### src/rtl/fft_pkg.sv
// Shared constants, control-word layout and bit-reversal helper for the
// 8-point radix-2 DIT FFT sequencer.
package fft_pkg;

  localparam int N     = 8;
  localparam int LOG2N = $clog2(N);

  typedef logic [LOG2N-1:0] addr_t;

  localparam logic [2:0] PH_IDLE   = 3'd0;
  localparam logic [2:0] PH_LOAD   = 3'd1;
  localparam logic [2:0] PH_STG0   = 3'd2;
  localparam logic [2:0] PH_STG1   = 3'd3;
  localparam logic [2:0] PH_STG2   = 3'd4;
  localparam logic [2:0] PH_UNLOAD = 3'd5;

  // One registered control word: every strobe, address and twiddle index.
  typedef struct packed {
    logic       ld_en;
    addr_t      ld_addr;
    logic       rd_en;
    addr_t      rd_addr_a;
    addr_t      rd_addr_b;
    logic       wr_en;
    addr_t      wr_addr_a;
    addr_t      wr_addr_b;
    logic [1:0] tw_idx;
    logic       ul_en;
    addr_t      ul_addr;
  } ctl_t;

  function automatic addr_t bitrev3(input addr_t x);
    return {x[0], x[1], x[2]};
  endfunction

endpackage

### src/rtl/fft8_bf_addr.sv
// Butterfly operand addresses and twiddle index for stage s, butterfly k:
// span=2^s, a=(k>>s)*2*span+(k mod span), b=a+span, tw=(k mod span)<<(2-s).
module fft8_bf_addr (
  input  logic [1:0] stage,
  input  logic [1:0] k,
  output logic [2:0] addr_a,
  output logic [2:0] addr_b,
  output logic [1:0] tw_idx
);

  always_comb begin
    addr_a = '0;
    addr_b = '0;
    tw_idx = '0;
    case (stage)
      2'd0: begin
        addr_a = {k, 1'b0};
        addr_b = {k, 1'b1};
      end
      2'd1: begin
        addr_a = {k[1], 1'b0, k[0]};
        addr_b = {k[1], 1'b1, k[0]};
        tw_idx = {k[0], 1'b0};
      end
      2'd2: begin
        addr_a = {1'b0, k};
        addr_b = {1'b1, k};
        tw_idx = k;
      end
      default: ;
    endcase
  end

endmodule

### src/rtl/fft8_seq.sv
// Load/compute/unload sequencer for an 8-point FFT, paced by an external
// modulo-9 index counter; all strobes and addresses are registered.
module fft8_seq
  import fft_pkg::*;
(
  input  logic       clk,
  input  logic       sclr_n,
  input  logic       start,
  input  logic [2:0] idx,
  input  logic       idx_wrap,
  output logic       cnt_clr,
  output logic [2:0] phase,
  output logic       ld_en,
  output logic [2:0] ld_addr,
  output logic       rd_en,
  output logic [2:0] rd_addr_a,
  output logic [2:0] rd_addr_b,
  output logic       wr_en,
  output logic [2:0] wr_addr_a,
  output logic [2:0] wr_addr_b,
  output logic [1:0] tw_idx,
  output logic       ul_en,
  output logic [2:0] ul_addr,
  output logic       busy,
  output logic       done
);

  logic [2:0] state, state_nxt;
  logic [1:0] stage;
  addr_t      bf_a, bf_b;
  logic [1:0] bf_tw;
  ctl_t       ctl_d, ctl_q;

  always_comb begin
    state_nxt = state;
    case (state)
      PH_IDLE:   if (start)    state_nxt = PH_LOAD;
      PH_LOAD:   if (idx_wrap) state_nxt = PH_STG0;
      PH_STG0:   if (idx_wrap) state_nxt = PH_STG1;
      PH_STG1:   if (idx_wrap) state_nxt = PH_STG2;
      PH_STG2:   if (idx_wrap) state_nxt = PH_UNLOAD;
      PH_UNLOAD: if (idx_wrap) state_nxt = PH_IDLE;
      default:                 state_nxt = PH_IDLE;
    endcase
  end

  always_comb begin
    case (state)
      PH_STG1: stage = 2'd1;
      PH_STG2: stage = 2'd2;
      default: stage = 2'd0;
    endcase
  end

  // Reads and write-backs share one address generator: same stage, same k.
  fft8_bf_addr u_bf (
    .stage  (stage),
    .k      (idx[1:0]),
    .addr_a (bf_a),
    .addr_b (bf_b),
    .tw_idx (bf_tw)
  );

  always_comb begin
    ctl_d = '0;
    if (!idx_wrap) begin
      case (state)
        PH_LOAD: begin
          ctl_d.ld_en   = 1'b1;
          ctl_d.ld_addr = bitrev3(idx);
        end
        PH_STG0, PH_STG1, PH_STG2: begin
          if (!idx[2]) begin
            ctl_d.rd_en     = 1'b1;
            ctl_d.rd_addr_a = bf_a;
            ctl_d.rd_addr_b = bf_b;
            ctl_d.tw_idx    = bf_tw;
          end else begin
            ctl_d.wr_en     = 1'b1;
            ctl_d.wr_addr_a = bf_a;
            ctl_d.wr_addr_b = bf_b;
          end
        end
        PH_UNLOAD: begin
          ctl_d.ul_en   = 1'b1;
          ctl_d.ul_addr = idx;
        end
        default: ;
      endcase
    end
  end

  always_ff @(posedge clk) begin
    if (!sclr_n) begin
      state <= PH_IDLE;
      ctl_q <= '0;
      busy  <= 1'b0;
      done  <= 1'b0;
    end else begin
      state <= state_nxt;
      ctl_q <= ctl_d;
      busy  <= (state_nxt != PH_IDLE);
      done  <= (state == PH_UNLOAD) && idx_wrap;
    end
  end

  assign cnt_clr   = !sclr_n || (state == PH_IDLE);
  assign phase     = state;
  assign ld_en     = ctl_q.ld_en;
  assign ld_addr   = ctl_q.ld_addr;
  assign rd_en     = ctl_q.rd_en;
  assign rd_addr_a = ctl_q.rd_addr_a;
  assign rd_addr_b = ctl_q.rd_addr_b;
  assign wr_en     = ctl_q.wr_en;
  assign wr_addr_a = ctl_q.wr_addr_a;
  assign wr_addr_b = ctl_q.wr_addr_b;
  assign tw_idx    = ctl_q.tw_idx;
  assign ul_en     = ctl_q.ul_en;
  assign ul_addr   = ctl_q.ul_addr;

endmodule

### config.mk
export PLATFORM = sky130hd
export DESIGN_NAME = fft8_seq
export DESIGN_NICKNAME = d
export VERILOG_FILES = /design/src/rtl/fft_pkg.sv /design/src/rtl/fft8_bf_addr.sv /design/src/rtl/fft8_seq.sv
export SDC_FILE = /design/constraint.sdc
export NUM_CORES = 1
export LEC_CHECK = 0
export CAP_MARGIN = 20
export CELL_PAD_IN_SITES_DETAIL_PLACEMENT = 1
export CELL_PAD_IN_SITES_GLOBAL_PLACEMENT = 1
export CORE_UTILIZATION = 25
export DETAILED_ROUTE_END_ITERATION = 6
export PLACE_DENSITY = 0.66
export SETUP_SLACK_MARGIN = 0.4
export SLEW_MARGIN = 20
export SYNTH_ARGS = -nofsm -noshare
export SYNTH_HDL_FRONTEND = slang
export SYNTH_SLANG_ARGS = --single-unit
### constraint.sdc
create_clock -name clk -period 2.7 [get_ports clk]
set_input_delay 0.405 -clock clk [delete_from_list [all_inputs] [get_ports clk]]
set_output_delay 0.405 -clock clk [all_outputs]
set_load 0.01 [all_outputs]
==> results of run 1 <==
[stage by stage]
step | hold WS, ns | util [%] | area, sq um
after floorplan | 0.523 | - | 1090
after global placement | 0.667 | 36.1 | 1480
after detailed placement | 0.701 | 36.1 | 1480
after CTS | 0.714 | 38.1 | 1560
after global routing | 0.747 | 38.1 | 1560
final | 0.712 | 38.1 | 1560
[layout by cell type, fill, tap and decap left out, types with 2 or more instances in the layout]
master            n
and2_1            6
clkbuf_8          5
clkdlybuf4s50_1  36
clkinv_2          2
dfxtp_1          29
ha_1              3
inv_1             6
nand2_1           3
nand2b_1          3
nand3b_1          2
nor2_1            6
nor2b_1           2
nor3_1           11
[logic make-up (layout without fill, tap and decap cells)]
kind of cell | Yosys count | after routing | synth area share (%)
AND/OR/NAND/NOR | 39 | 39 | 22.8
adder cells (fa/ha/maj) | 3 | 3 | 3.46
multiplexers | 1 | 1 | 0.922
flip-flops | 29 | 29 | 53.5
buffers and inverters | 12 | 51 | 5.53
AO/OA/AOI/OAI | 17 | 17 | 13.8
[layer usage]
layer | global-route usage (%) | share of wire (%)
met3 | 6.17 | 6.4
met1 | 13.6 | 40
met5 | 0 | 0
met2 | 20.5 | 52
met4 | 7.03 | 2.3
[final cells by class]
type	instances	area share, %
clock buffers	6	4.66
clock inverters	2	0.643
inverters	7	1.69
multi-input cells	60	28.6
flip-flops and latches	29	37.3
well taps	50	4.02
repair buffers	36	23.1
[power groups by stage]
stage	registers [W]	clock network (W)	logic (W)
2_1_floorplan	0.000457	0	0.0000469
3_3_place_gp	0.000460	0	0.0000808
3_5_place_dp	0.000461	0	0.0000825
4_1_cts	0.000452	0.000343	0.0000831
5_1_grt	0.000453	0.000366	0.0000897
6_report	0.000451	0.000332	0.0000816
[how the worst min path moves through the flow]
stage          startpoint        end  depth (start not counted)  slack, ns
6_report         phase[0]      ld_en                          1       0.71
5_1_grt          phase[2]       done                          2       0.75
4_1_cts          phase[2]       done                          2       0.71
3_5_place_dp     phase[2]       done                          2       0.70
3_3_place_gp     phase[2]       done                          2       0.67
2_1_floorplan      idx[0]  tw_idx[0]                          2       0.52
[registers in the layout, summed over array words and instances (netlist names)]
register	cells
ld_addr	3
phase	3
rd_addr_a	3
rd_addr_b	3
ul_addr	3
wr_addr_a	3
wr_addr_b	3
tw_idx	2
busy	1
done	1
ld_en	1
rd_en	1
ul_en	1
wr_en	1
==> flow_metrics.env, run 1 <==
export IMPL_status="finished clean"
export IMPL_place_gp_congestion=0.759
export IMPL_cts_root_buf="clkbuf_8"
export IMPL_r2r_start="phase[2]"
export IMPL_cp_num_buf_inv=2
export IMPL_clkSlewWorstSetupHoldPaths_ns=0.06
export IMPL_synth_seq_cells=29
export IMPL_yosysSeqAreaShare_pct=53.5
export IMPL_drtAntennaViolNets=0
export IMPL_start_util_pct=26.6
export IMPL_yosysWarnings=0
export IMPL_netlist_area_sq_um=1090
export IMPL_synth_cell_type_count=38
export IMPL_clock_sinks=29
export IMPL_r2r_end="rd_addr_b[0]"
export IMPL_overflow=0
export IMPL_synth_edff_count=0
export IMPL_ys_flop_type="dfxtp_1"
export IMPL_intPower_w=0.000660
export IMPL_vias=851
export IMPL_dp_cells=182
export IMPL_rsz0062_at_grt="no"
export IMPL_track_usage_pct=12.8
export IMPL_finalMaxSlewViolations=0
export IMPL_ctsResizeCount=0
export IMPL_slowest_delay_ns=0.57
export IMPL_leakage_nw=0.613
export IMPL_drv_cap=0
export IMPL_synthCells=101
export IMPL_yosys_area_top_type_share_pct=53.5
export IMPL_antennaDiodeCount=0
export IMPL_peakVddDrop_mv=0.182
export IMPL_die_y_microns=67.9
export IMPL_area_growth_syn_to_layout_pct=43.4
export IMPL_hold_violations=0
export IMPL_cts_setup_buffers=0
export IMPL_pwr_share_seq_pct=52.2
export IMPL_crit_family="buffers and inverters"
export IMPL_grt_max_degree=13
export IMPL_crit_top_cell="clkdlybuf4s50_1"
export IMPL_r2r_slack_ns=0.73
export IMPL_crit_cells=3
export IMPL_crit_end="cnt_clr"
export IMPL_netSwitchingFraction_pct=23.7
export IMPL_wire_per_inst_microns=13.0
export IMPL_rows=23
export IMPL_die_w_microns=67.9
export IMPL_drc=0
export IMPL_synthTopCellsByCount="dfxtp_1, nor3_1, and2_1, inv_1, nor2_1"
export IMPL_comb_power_share_pct=9.4
export IMPL_hpwl_mm=1.87
export IMPL_syn_area_per_cell_sq_um=10.8
export IMPL_die_area_sq_um=4610
export IMPL_clock_latency_ns=0.28
export IMPL_yosys_top_cells_area="dfxtp_1, nor3_1, and2_1"
export IMPL_num_io_pins=37
export IMPL_grt_pass1_vias=850
export IMPL_hold_path_class="reg -> reg"
export IMPL_cts_inserted_buffers=5
export IMPL_nets=149
export IMPL_setup_slack_ns=0.668
export IMPL_min_period_ns=2.03
export IMPL_ctsHoldBuffers=0
export IMPL_setup_viol_count_final=0
export IMPL_path_cells="clkdlybuf4s50_1 > o31ai_1 > clkdlybuf4s50_1"
export IMPL_totalPowerFinal_w=0.000865
export IMPL_vias_per_cell=4.48
export IMPL_first_iter_violations=34
export IMPL_power_density_nw_per_um2=555
export IMPL_coreArea_sq_um=4090
export IMPL_cp_required_ns=2.30
export IMPL_end_kind="output port"
export IMPL_fill_cells=469
export IMPL_cp_max_fo=6
export IMPL_cts_tree="built"
export IMPL_finClkSkew_ns=0.00456
export IMPL_crit_start="sclr_n"
export IMPL_fin_setup_tns_ns=0
export IMPL_multi_input_area_sq_um=445
export IMPL_tightest_slew_ns=0.488
export IMPL_fmax_mhz=492
export IMPL_htree_levels=2
export IMPL_first_pass_iters=4
export IMPL_antenna_found_initial=0
export IMPL_arrival_ns=1.63
export IMPL_power_switching_w=0.000205
export IMPL_cts_buffer_depth=2
export IMPL_synth_async_sr_flop_share_pct=0
export IMPL_crit_slowest_cell="clkdlybuf4s50_1"
export IMPL_routed_wl_mm=2.47
export IMPL_critical_path_class="in -> out"
export IMPL_fin_cells=190
export IMPL_relSlewSlack_pct=67.4
export IMPL_synth_nets=111
export IMPL_grt_pass1_wl_mm=4.06
export IMPL_reg2reg_depth=5
export IMPL_ff_latch_area_sq_um=581
export IMPL_yosysMostFrequentCell="dfxtp_1"
export IMPL_clock_power_share_pct=38.4
export IMPL_final_layout_size_suffix_gt1_share_pct=10.7
export IMPL_pre_cts_ws_ns=0.546
export IMPL_netlist_top_cell_by_area="dfxtp_1"
export IMPL_port_buffers=36
export IMPL_min_period_over_period_pct=75.3
export IMPL_start_kind="input port"
Power figures use the tool's default switching activity.
==> run 2: changes to the inputs <==
--- a/config.mk
+++ b/config.mk
@@ -10,7 +10,7 @@
 export CELL_PAD_IN_SITES_GLOBAL_PLACEMENT = 1
 export CORE_UTILIZATION = 25
 export DETAILED_ROUTE_END_ITERATION = 6
-export PLACE_DENSITY = 0.66
+export PLACE_DENSITY = 0.68
 export SETUP_SLACK_MARGIN = 0.4
 export SLEW_MARGIN = 20
 export SYNTH_ARGS = -nofsm -noshare
==> constraint.sdc (replaced) <==
create_clock -name clk -period 1.7 [get_ports clk]
set_input_delay 0.255 -clock clk [delete_from_list [all_inputs] [get_ports clk]]
set_output_delay 0.255 -clock clk [all_outputs]
set_load 0.01 [all_outputs]
==> run 2 against run 1 <==
Effect of this change: setup slack got worse by 0.44 ns; first-iteration DRC count shrank 15%; clock skew hardly changed; utilization is 8.2 points higher; combinational power is 140% higher; count of clock-buffer cells in the layout rose by 1; die area is the same; total power up 68%; routed wire length is 28% higher.
==> flow_metrics.env, run 2 (synthesized netlist as in run 1, its figures left out) <==
export IMPL_met3_length_microns=155
export IMPL_tightest_slew_ns=0.383
export IMPL_drc=0
export IMPL_ctsHoldBuffers=0
export IMPL_cts_root_buf="clkbuf_8"
export IMPL_r2r_slack_ns=0.23
export IMPL_crit_family="flip-flops"
export IMPL_crit_slowest_cell="dfxtp_4"
export IMPL_clock_latency_ns=0.28
export IMPL_coreArea_sq_um=4090
export IMPL_cts_inserted_buffers=5
export IMPL_port_buffers=36
export IMPL_r2r_start="phase[2]"
export IMPL_setup_viol_count_final=0
export IMPL_clock_sinks=29
export IMPL_status="finished clean"
export IMPL_fmax_mhz=680
export IMPL_die_y_microns=67.9
export IMPL_min_delay_start="phase[2]"
export IMPL_place_gp_congestion=0.777
export IMPL_die_w_microns=67.9
export IMPL_nets=173
export IMPL_grt_pass1_vias=1073
export IMPL_cts_buffer_depth=2
export IMPL_highest_layer="met4"
export IMPL_hold_violations=0
export IMPL_cp_max_fo=4
export IMPL_clkSlewWorstSetupHoldPaths_ns=0.05
export IMPL_fin_util_pct=46.3
export IMPL_finalMaxSlewViolations=0
export IMPL_routed_wl_mm=3.15
export IMPL_peakVddDrop_mv=0.295
export IMPL_crit_end="wr_addr_b[0]"
export IMPL_first_iter_violations=29
export IMPL_rsz0062_at_grt="yes"
export IMPL_power_density_nw_per_um2=768
export IMPL_fin_setup_tns_ns=0
export IMPL_met2WireLength_mm=1.65
export IMPL_min_period_ns=1.47
export IMPL_die_area_sq_um=4610
export IMPL_r2r_end="wr_addr_b[0]"
export IMPL_leakage_nw=0.878
export IMPL_min_period_over_period_pct=86.5
export IMPL_layout_commonest_cell="dlygate4sd2_1"
export IMPL_setup_slack_ns=0.229
export IMPL_num_io_pins=37
export IMPL_htree_levels=2
export IMPL_critical_path_class="reg -> reg"
export IMPL_cp_required_ns=1.85
export IMPL_wire_per_inst_microns=14.8
export IMPL_rows=23
export IMPL_place_area_sq_um=1520
export IMPL_grt_pass1_wl_mm=5.18
export IMPL_grt_max_degree=10
export IMPL_drtAntennaViolNets=0
export IMPL_relSlewSlack_pct=74.5
export IMPL_overflow=0
export IMPL_fin_cells=213
export IMPL_dp_cells=186
export IMPL_antennaDiodeCount=0
export IMPL_finClkSkew_ns=0.00413
export IMPL_first_pass_iters=4
export IMPL_arrival_ns=1.62
export IMPL_vias=978
export IMPL_final_cell_area_sq_um=1890
export IMPL_path_cells="nand3b_1 > ha_4 > buf_6 > o21ai_4 > a211oi_2"
export IMPL_hpwl_mm=1.87
export IMPL_cp_num_buf_inv=1
export IMPL_end_kind="flip-flop"
export IMPL_crit_start="phase[2]"
export IMPL_reg2reg_depth=5
export IMPL_hold_path_class="reg -> reg"
export IMPL_area_growth_syn_to_layout_pct=74.2
export IMPL_final_layout_size_suffix_gt1_share_pct=38.7
export IMPL_track_usage_pct=15.8
export IMPL_cts_tree="built"
export IMPL_final_cell_mix="dlygate4sd2_1, dfxtp_1, buf_4, buf_6"
export IMPL_vias_per_cell=4.59
export IMPL_slowest_delay_ns=0.35
export IMPL_crit_cells=5
export IMPL_start_util_pct=26.6
export IMPL_routedLengthMet1_mm=1.28
export IMPL_pre_cts_ws_ns=0.0685
export IMPL_start_kind="flip-flop"
export IMPL_drv_cap=0
export IMPL_antenna_found_initial=0
==> run 2: power by group <==
| group | internal, W | switching, W |
|---|---|---|
| logic | 0.0000981 | 0.0000959 |
| clock network | 0.000320 | 0.000231 |
| registers | 0.000694 | 0.0000133 |
| total | 0.00111 | 0.000341 |
==> run 2: layout make-up <==
class,count,area (sq um)
well taps,50,62.6
inverters,7,26.3
multi-input cells,61,601
flip-flops and latches,29,592
clock buffers,7,86.3
repair buffers,59,524
fillers,451,2190
==> run 2: routing by layer <==
| metal | global-route usage (%) | vias up |
|---|---|---|
| met1 | 16.9 | 476 |
| met3 | 5.33 | 5 |
| met5 | 0 | - |
| met4 | 7.29 | 0 |
| li1 | - | 470 |
| met2 | 28.0 | 27 |
==> run 2: what timing repair did <==
action                                  CTS  global route
endpoints found under the setup margin   47            24
pin swaps                                11            11
gates resized for setup                  56            18
cloned                                    1             0
endpoints found under the hold margin     0             0
buffers inserted                         14             5
==> run 2: per-stage QoR <==
step	hold slack [ns]	total power (W)
after floorplan	0.373	0.000806
after global placement	0.502	0.000864
after detailed placement	0.512	0.000869
after CTS	0.580	0.00144
after global routing	0.617	0.00151
final	0.597	0.00145
==> run 2: worst min-delay path by stage <==
| stage | endpoint | slack [ns] | depth (start not counted) |
|---|---|---|---|
| after floorplan | tw_idx[0] | 0.37 | 2 |
| after global placement | ld_en | 0.50 | 1 |
| after detailed placement | ld_en | 0.51 | 1 |
| after CTS | done | 0.58 | 3 |
| after global routing | ld_en | 0.62 | 2 |
| final | ld_en | 0.60 | 2 |
==> run 2: worst reg2reg max path: cells and delay by family, from the launching register on <==
family	cells	cell delay, ns
simple gates	1	0.29
flops	1	0.35
fa+ha+maj	1	0.27
buf+inv	1	0.12
compound gates	2	0.32
